### src/rtl/bit_serial_alu_seq.sv
// bit_serial_alu_seq: runs a WIDTH-bit AND/OR/ADD/SUB through an external
// 1-bit ALU slice, one bit per clock, LSB first. The carry between bits is
// registered here, and the result is assembled in a shift register.
// Flags are registered when the operation finishes.
module bit_serial_alu_seq #(
  parameter int WIDTH = 32
) (
  input  logic             clk,
  input  logic             rst_n,
  input  logic             start,
  input  logic [2:0]       op,
  input  logic [WIDTH-1:0] a,
  input  logic [WIDTH-1:0] b,
  output logic             busy,
  output logic             done,
  output logic [WIDTH-1:0] result,
  output logic             zero,
  output logic             carry_out,
  output logic             overflow,
  output logic             err,
  output logic             slice_a,
  output logic             slice_b,
  output logic             slice_binvert,
  output logic             slice_carry_in,
  output logic [2:0]       slice_operation,
  input  logic             slice_result,
  input  logic             slice_carry_out
);

  localparam int CW = $clog2(WIDTH);

  typedef enum logic [1:0] {S_IDLE, S_RUN, S_DONE} state_t;

  state_t           r_state, w_next;
  logic [WIDTH-1:0] r_a_sr, r_b_sr, r_res_sr;
  logic [2:0]       r_op;
  logic             r_carry;
  logic [CW-1:0]    r_count;
  logic [WIDTH-1:0] r_result;
  logic             r_zero, r_carry_out, r_overflow, r_err;

  logic             w_legal, w_last, w_arith;
  logic [WIDTH-1:0] w_res_next;

  assign w_legal    = (op == 3'b000) || (op == 3'b001) ||
                      (op == 3'b010) || (op == 3'b110);
  assign w_last     = (r_count == CW'(WIDTH - 1));
  assign w_arith    = r_op[1];
  assign w_res_next = {slice_result, r_res_sr[WIDTH-1:1]};

  assign result    = r_result;
  assign zero      = r_zero;
  assign carry_out = r_carry_out;
  assign overflow  = r_overflow;
  assign err       = r_err;

  // State register
  always_ff @(posedge clk or negedge rst_n) begin
    if (!rst_n) r_state <= S_IDLE;
    else        r_state <= w_next;
  end

  // Next-state logic; illegal ops skip RUN and report immediately
  always_comb begin
    w_next = r_state;
    case (r_state)
      S_IDLE: if (start) w_next = w_legal ? S_RUN : S_DONE;
      S_RUN:  if (w_last) w_next = S_DONE;
      S_DONE: w_next = S_IDLE;
      default: w_next = S_IDLE;
    endcase
  end

  // Handshake and slice drive; the slice sees zeros outside RUN
  always_comb begin
    busy            = 1'b0;
    done            = 1'b0;
    slice_a         = 1'b0;
    slice_b         = 1'b0;
    slice_binvert   = 1'b0;
    slice_carry_in  = 1'b0;
    slice_operation = '0;
    case (r_state)
      S_RUN: begin
        busy            = 1'b1;
        slice_a         = r_a_sr[0];
        slice_b         = r_b_sr[0];
        slice_binvert   = r_op[2];
        slice_carry_in  = r_carry;
        slice_operation = r_op;
      end
      S_DONE:  done = 1'b1;
      default: ;
    endcase
  end

  // Operand/result shifting, carry chain, and flag capture on the MSB edge
  always_ff @(posedge clk or negedge rst_n) begin
    if (!rst_n) begin
      r_a_sr      <= '0;
      r_b_sr      <= '0;
      r_res_sr    <= '0;
      r_op        <= '0;
      r_carry     <= 1'b0;
      r_count     <= '0;
      r_result    <= '0;
      r_zero      <= 1'b0;
      r_carry_out <= 1'b0;
      r_overflow  <= 1'b0;
      r_err       <= 1'b0;
    end else begin
      case (r_state)
        S_IDLE: begin
          if (start) begin
            if (w_legal) begin
              r_a_sr   <= a;
              r_b_sr   <= b;
              r_res_sr <= '0;
              r_op     <= op;
              r_carry  <= op[2];
              r_count  <= '0;
            end else begin
              r_result    <= '0;
              r_zero      <= 1'b1;
              r_carry_out <= 1'b0;
              r_overflow  <= 1'b0;
              r_err       <= 1'b1;
            end
          end
        end
        S_RUN: begin
          r_res_sr <= w_res_next;
          r_a_sr   <= {1'b0, r_a_sr[WIDTH-1:1]};
          r_b_sr   <= {1'b0, r_b_sr[WIDTH-1:1]};
          r_carry  <= slice_carry_out;
          r_count  <= w_last ? '0 : r_count + 1'b1;
          if (w_last) begin
            r_result    <= w_res_next;
            r_zero      <= (w_res_next == '0);
            r_carry_out <= w_arith & slice_carry_out;
            r_overflow  <= w_arith & (r_carry ^ slice_carry_out);
            r_err       <= 1'b0;
          end
        end
        default: ;
      endcase
    end
  end

endmodule

### config.mk
export PLATFORM = sky130hd
export DESIGN_NAME = bit_serial_alu_seq
export DESIGN_NICKNAME = d
export VERILOG_FILES = /design/src/rtl/bit_serial_alu_seq.sv
export SDC_FILE = /design/constraint.sdc
export NUM_CORES = 1
export LEC_CHECK = 0
export ABC_AREA = 1
export ABC_CLOCK_PERIOD_IN_PS = 2100
export BUFFER_PORTS_ARGS = -buffer_cell sky130_fd_sc_hd__buf_2
export CORE_MARGIN = 4
export CORE_UTILIZATION = 56
export CTS_CLUSTER_DIAMETER = 30
export DETAILED_ROUTE_END_ITERATION = 10
export PLACE_DENSITY = 0.8
export SLEW_MARGIN = 20
export SYNTH_ARGS = -nofsm -noshare
export SYNTH_HDL_FRONTEND = slang
export SYNTH_SLANG_ARGS = --single-unit
### constraint.sdc
create_clock -name clk -period 2.1 [get_ports clk]
set_clock_uncertainty 0.1 [all_clocks]
set_input_delay 0.63 -clock clk [delete_from_list [all_inputs] [get_ports clk]]
set_output_delay 0.63 -clock clk [all_outputs]
set_load 0.02 [all_outputs]
Yosys cells after proc, flatten, opt, wreduce, memory -nomap -nowiden
Index checks and enable logic that the tools add are counted.
{"block": "classes", "addsub": 1, "n_eq_ne": 10, "muxes": 43, "n_bitwise": 3, "reduce_logical": 11}
{"operator": "32-bit two-way mux", "count": 9}
{"operator": "32-bit case mux with 2 select lines", "count": 4}
{"operator": "32-bit zero test", "count": 1}
{"operator": "1-bit two-way mux", "count": 16}
{"operator": "5-bit two-way mux", "count": 3}
{"operator": "1-bit case mux with 2 select lines", "count": 5}
{"operator": "5-bit case mux with 2 select lines", "count": 1}
{"operator": "2-bit inequality test (second input constant)", "count": 4}
{"operator": "2-bit two-way mux", "count": 3}
{"operator": "3-bit AND reduction", "count": 2}
{"operator": "5-bit by 1-bit adder with 5-bit output (second input constant)", "count": 1}
{"operator": "5-bit equality test (second input constant)", "count": 1}
{"operator": "2-bit case mux with 2 select lines", "count": 1}
{"operator": "4-bit AND reduction", "count": 1}
{"operator": "3-bit by 1-bit equality test with 1-bit output (second input constant)", "count": 1}
{"operator": "3-bit by 2-bit equality test with 1-bit output (second input constant)", "count": 1}
{"operator": "3-bit equality test (second input constant)", "count": 1}
{"operator": "3-bit zero test", "count": 1}
{"operator": "1-bit logical OR", "count": 3}
{"operator": "3-bit two-way mux", "count": 1}
{"operator": "1-bit AND", "count": 2}
{"operator": "2-bit by 1-bit equality test with 1-bit output (second input constant)", "count": 1}
{"operator": "2-bit equality test (second input constant)", "count": 1}
{"operator": "2-bit zero test", "count": 1}
{"operator": "other kinds (3)", "count": 3}
{"block": "word_totals", "ff_bits": 143, "output_inout_bits": 45, "word_cells": 80}

Logic depth before layout (Yosys ltp)
{"block": "depth", "depth_word": 7, "depth_mapped": 13}

Least setup slack after synthesis
No wires, ideal clock.
{"block": "synth_path", "path_kind": "register to output", "startpoint": "reg r_state[1]", "endpoint": "out slice_operation[2]", "arrival_ns": 1.396, "required_time_ns": 1.370, "path_slack_ns": -0.026, "path_stages_with_launch": 7, "cell_sequence": "dfrtp_1 -> inv_2 -> nand2_4 -> buf_2 -> buf_2 -> nor2_1 -> buf_4"}
{"block": "synth_between", "elab_chain_len": 2}
{"item": "from (decl)", "line_no": "34", "source": "state_t r_state, w_next;"}
{"item": "from (signal assigned)", "line_no": "60", "source": "else r_state <= w_next;"}
{"item": "2-bit by 1-bit equality test with 1-bit output", "line_no": "83", "source": "case (r_state)"}
{"item": "3-bit two-way mux", "line_no": "83"}
{"item": "to (decl)", "line_no": "25", "source": "output logic [2:0] slice_operation,"}
Every way passes these cells.

Worst setup path after layout
{"block": "layout_path", "startpoint": "reg r_state[1]", "endpoint": "out slice_b"}
{"block": "layout_between", "elab_chain_len": 2}
{"item": "2-bit by 1-bit equality test with 1-bit output", "line_no": "83"}
{"item": "1-bit two-way mux", "line_no": "83"}
{"item": "to (decl)", "line_no": "22", "source": "output logic slice_b,"}
Every way passes these cells.

==> run_results.csv <==
group,metric,value,unit
layout,most-common-layout-cells,"sky130_fd_sc_hd__nand2_1 (285), sky130_fd_sc_hd__dfrtp_1 (141), sky130_fd_sc_hd__o21ai_0 (111)",
place,place_congestion,0.8593,
worst_setup_path,critPathCaptureType,"output port",
worst_setup_path,crit_path_arrival_time,1.35,ns
power,swShare,36.88,%
clock_network,tritoncts,"built",
worst_setup_path,startpoint_type,"flip-flop",
job,count_of_max_cap_constraint_violations,0,
grt,gr-usage-all-layers,22.95,%
drt,routed_wire_length_per_instance,14.06,µm
power,cellPowerDensity,1444,nW/µm²
power,p_clk_share,29.2,%
place,io_buffer_count,116,
sta,fin_crit_sh,99.12,%
power,power.share.combinational,36.8,%
layout,number_of_inserted_filler_cells_in_the_final_layout,852,
floorplanning,rows,38,
sta,maxClockFrequency,480.4,MHz
power,worst_ir_drop_vdd,1127,µV
drt,ant_nets,0,
worst_setup_path,cp.buffers_inverters,2,
layout,antenna_cells_inserted,0,
worst_setup_path,crit_chain,"inv_4 -> nand2_8 -> nor2_2 -> buf_4",
worst_setup_path,critPathMaxStageDelay,0.42,ns
floorplanning,floorplan.core_area,11080,µm²
worst_hold_path,worst_hold_path_type,"primary input to async pin",
layout,multi_input_area,2380,µm²
clock_network,cts.sinks,142,
grt,grt_max_degree,75,
floorplanning,pin_count,117,
grt,first_global_vias,5276,
synth,mapped_area,6457,µm²
floorplanning,initial_core_util,58.29,%
grt,grt_antenna_before_repair,0,
synth,yosys_register_bits,142,
clock_network,ctsHoldBuffers,0,
sta,smallest_hold_slack,0.09523,ns
power,power_frac_seq,34.1,%
sta,grt_setup_unrepaired,"true",
drt,wl,14610,µm
synth,syn-mean-instance-area,8.386,µm²
clock_network,cts.reportedPaths.clkPinSlew,0.06,ns
clock_network,clock-root-buffer,"sky130_fd_sc_hd__clkbuf_16",
floorplanning,die_w,115.4,µm
drt,drt_pass1_iterations,5,
layout,synthToLayoutAreaGrowth,23.45,%
sta,max_slew.worst_pin.slew,0.4956,ns
worst_setup_path,critical_path.top_delay_family,"flip-flops",
synth,netlist-cell-type-count,27,
layout,post_route_cells_drive_above_1_share,25.47,%
clock_network,cts-htree-levels,4,
drt,num_vias,5339,
drt,drcViolationCount,0,
sta,timing.max_slew.rel_slack,66.96,%
run_status,outcome,"completed",
place,dp_hpwl,9466,µm
floorplanning,dieArea,13310,µm²
layout,ff_latch_area,3555,µm²
synth,syn-num-nets,844,
layout,layout_commonest_cell,"sky130_fd_sc_hd__nand2_1",
layout,fin_nets,960,
floorplanning,dieHeight,115.4,µm
sta,post-route-worst-setup-slack,0.01839,ns
sta,fin_crit,2.082,ns
power,power.net_switching,4.244,mW
place,post-place-ws,0.1585,ns
drt,drt-initial-drc-count,393,
worst_setup_path,crit_slowest_cell,"sky130_fd_sc_hd__dfrtp_1",
synth,yosysWarningCount,0,
synth,netlist_instances,770,
synth,yosysSeqAreaShare,55.03,%
power,report.power.total,11.51,mW
clock_network,max-clock-path-buffers,2,
sta,setup_viol,0,
power,p_int,7.264,mW
drt,detail_route.vias_per_cell,5.139,
clock_network,clock_latency_on_the_worst_skew_pair,0.42,ns
grt,globalRoute.totalOverflow,0,
clock_network,tritoncts.num_buffers,17,
sta,maxSlewViolCount,0,
grt,grt_first_pass_wirelength,23940,µm
power,p_leak,4.271,nW
worst_setup_path,crit_required,1.37,ns
worst_setup_path,path_max_fanout,5,
worst_setup_path,path_class,"flip-flop to output port",
sta,timing_hold_violations_final,0,
-- power groups by stage --
stage	Clock (mW)	Combinational (mW)	Sequential (mW)
finish	3.36	4.23	3.92
global route	3.53	4.79	4.00
CTS	3.40	4.20	3.91
detailed placement	0	3.99	3.93
global placement	0	3.83	3.90
floorplan	0	3.01	3.94
-- routing by layer --
metal | vias to the layer above | GRT usage (%) | part of all wire, %
li1 | 2630 | - | -
met1 | 2526 | 29.16 | 43
met2 | 157 | 38.27 | 50
met3 | 26 | 5.105 | 5.3
met4 | 0 | 9.311 | 2.0
met5 | - | 0 | 0
-- synthesized netlist by cell type, drive strengths merged --
cell type / count / area (µm²)
buf: 37 / 255.2
o21ai: 160 / 920.9
ha: 2 / 25.02
or2: 1 / 6.260
nand2: 295 / 1145
o22ai: 1 / 6.260
clkinv: 1 / 3.750
clkbuf: 6 / 22.52
a21oi: 3 / 18.77
nor2: 38 / 168.9
nand3: 7 / 35.03
xor2: 1 / 8.760
inv: 76 / 287.8
dfrtp: 142 / 3553
-- logic make-up after synthesis --
kind of cell               share of synthesized area (%)
DFF                                                55.03
adders and majority gates                         0.3875
buffers and inverters                              8.816
and+or+nand+nor                                    20.98
xor gates and xnor gates                          0.1357
AOI/OAI and AO/OA                                  14.65
-- flip-flops by register name, summed over array words and instances (netlist names) --
register   count
r_b_sr        32
r_state        2
carry_out      1
zero           1
r_count        5
r_op           3
err            1
r_carry        1
overflow       1
r_res_sr      31
result        32
r_a_sr        32
-- worst paths after layout --
kind	cells past startpoint	slack [ns]	end	from
worst min register to register	2	0.37	result[0]	result[0]
worst max register to register	12	0.18	result[13]	r_count[0]
max in group asynchronous	2	1.44	r_state[0]	rst_n
worst min-delay path	2	0.1	r_a_sr[13]	rst_n
worst max-delay path	4	0.02	slice_b	r_state[1]
min in group clk	3	0.37	r_a_sr[31]	a[31]
-- final cells by class --
class | instances | share of cell area (%)
clock inverter | 10 | 2.292
sequential | 142 | 44.59
tap | 140 | 2.197
timing repair buffer | 139 | 11.21
clock buffer | 22 | 6.074
multi-input combinational | 509 | 29.85
inverter | 77 | 3.783
-- stage by stage --
| stage | cells | setup TNS (ns) | util (%) | instance area [µm²] |
|---|---|---|---|---|
| floorplan | 770 | 0 | - | 6460 |
| global placement | 1000 | 0 | 64.92 | 7192 |
| detailed placement | 1000 | 0 | 64.92 | 7192 |
| CTS | 1038 | 0 | 71.66 | 7939 |
| global route | 1039 | -0.1788 | 71.96 | 7971 |
| finish | 1039 | 0 | 71.96 | 7971 |
-- repair_timing --
item	CTS	global route
resized for setup	11	9
hold endpoints to repair	0	0
setup buffers	5	1
cloned	1	0
setup endpoints to repair	3	8
Note: power is estimated with default switching activity, not from simulation.
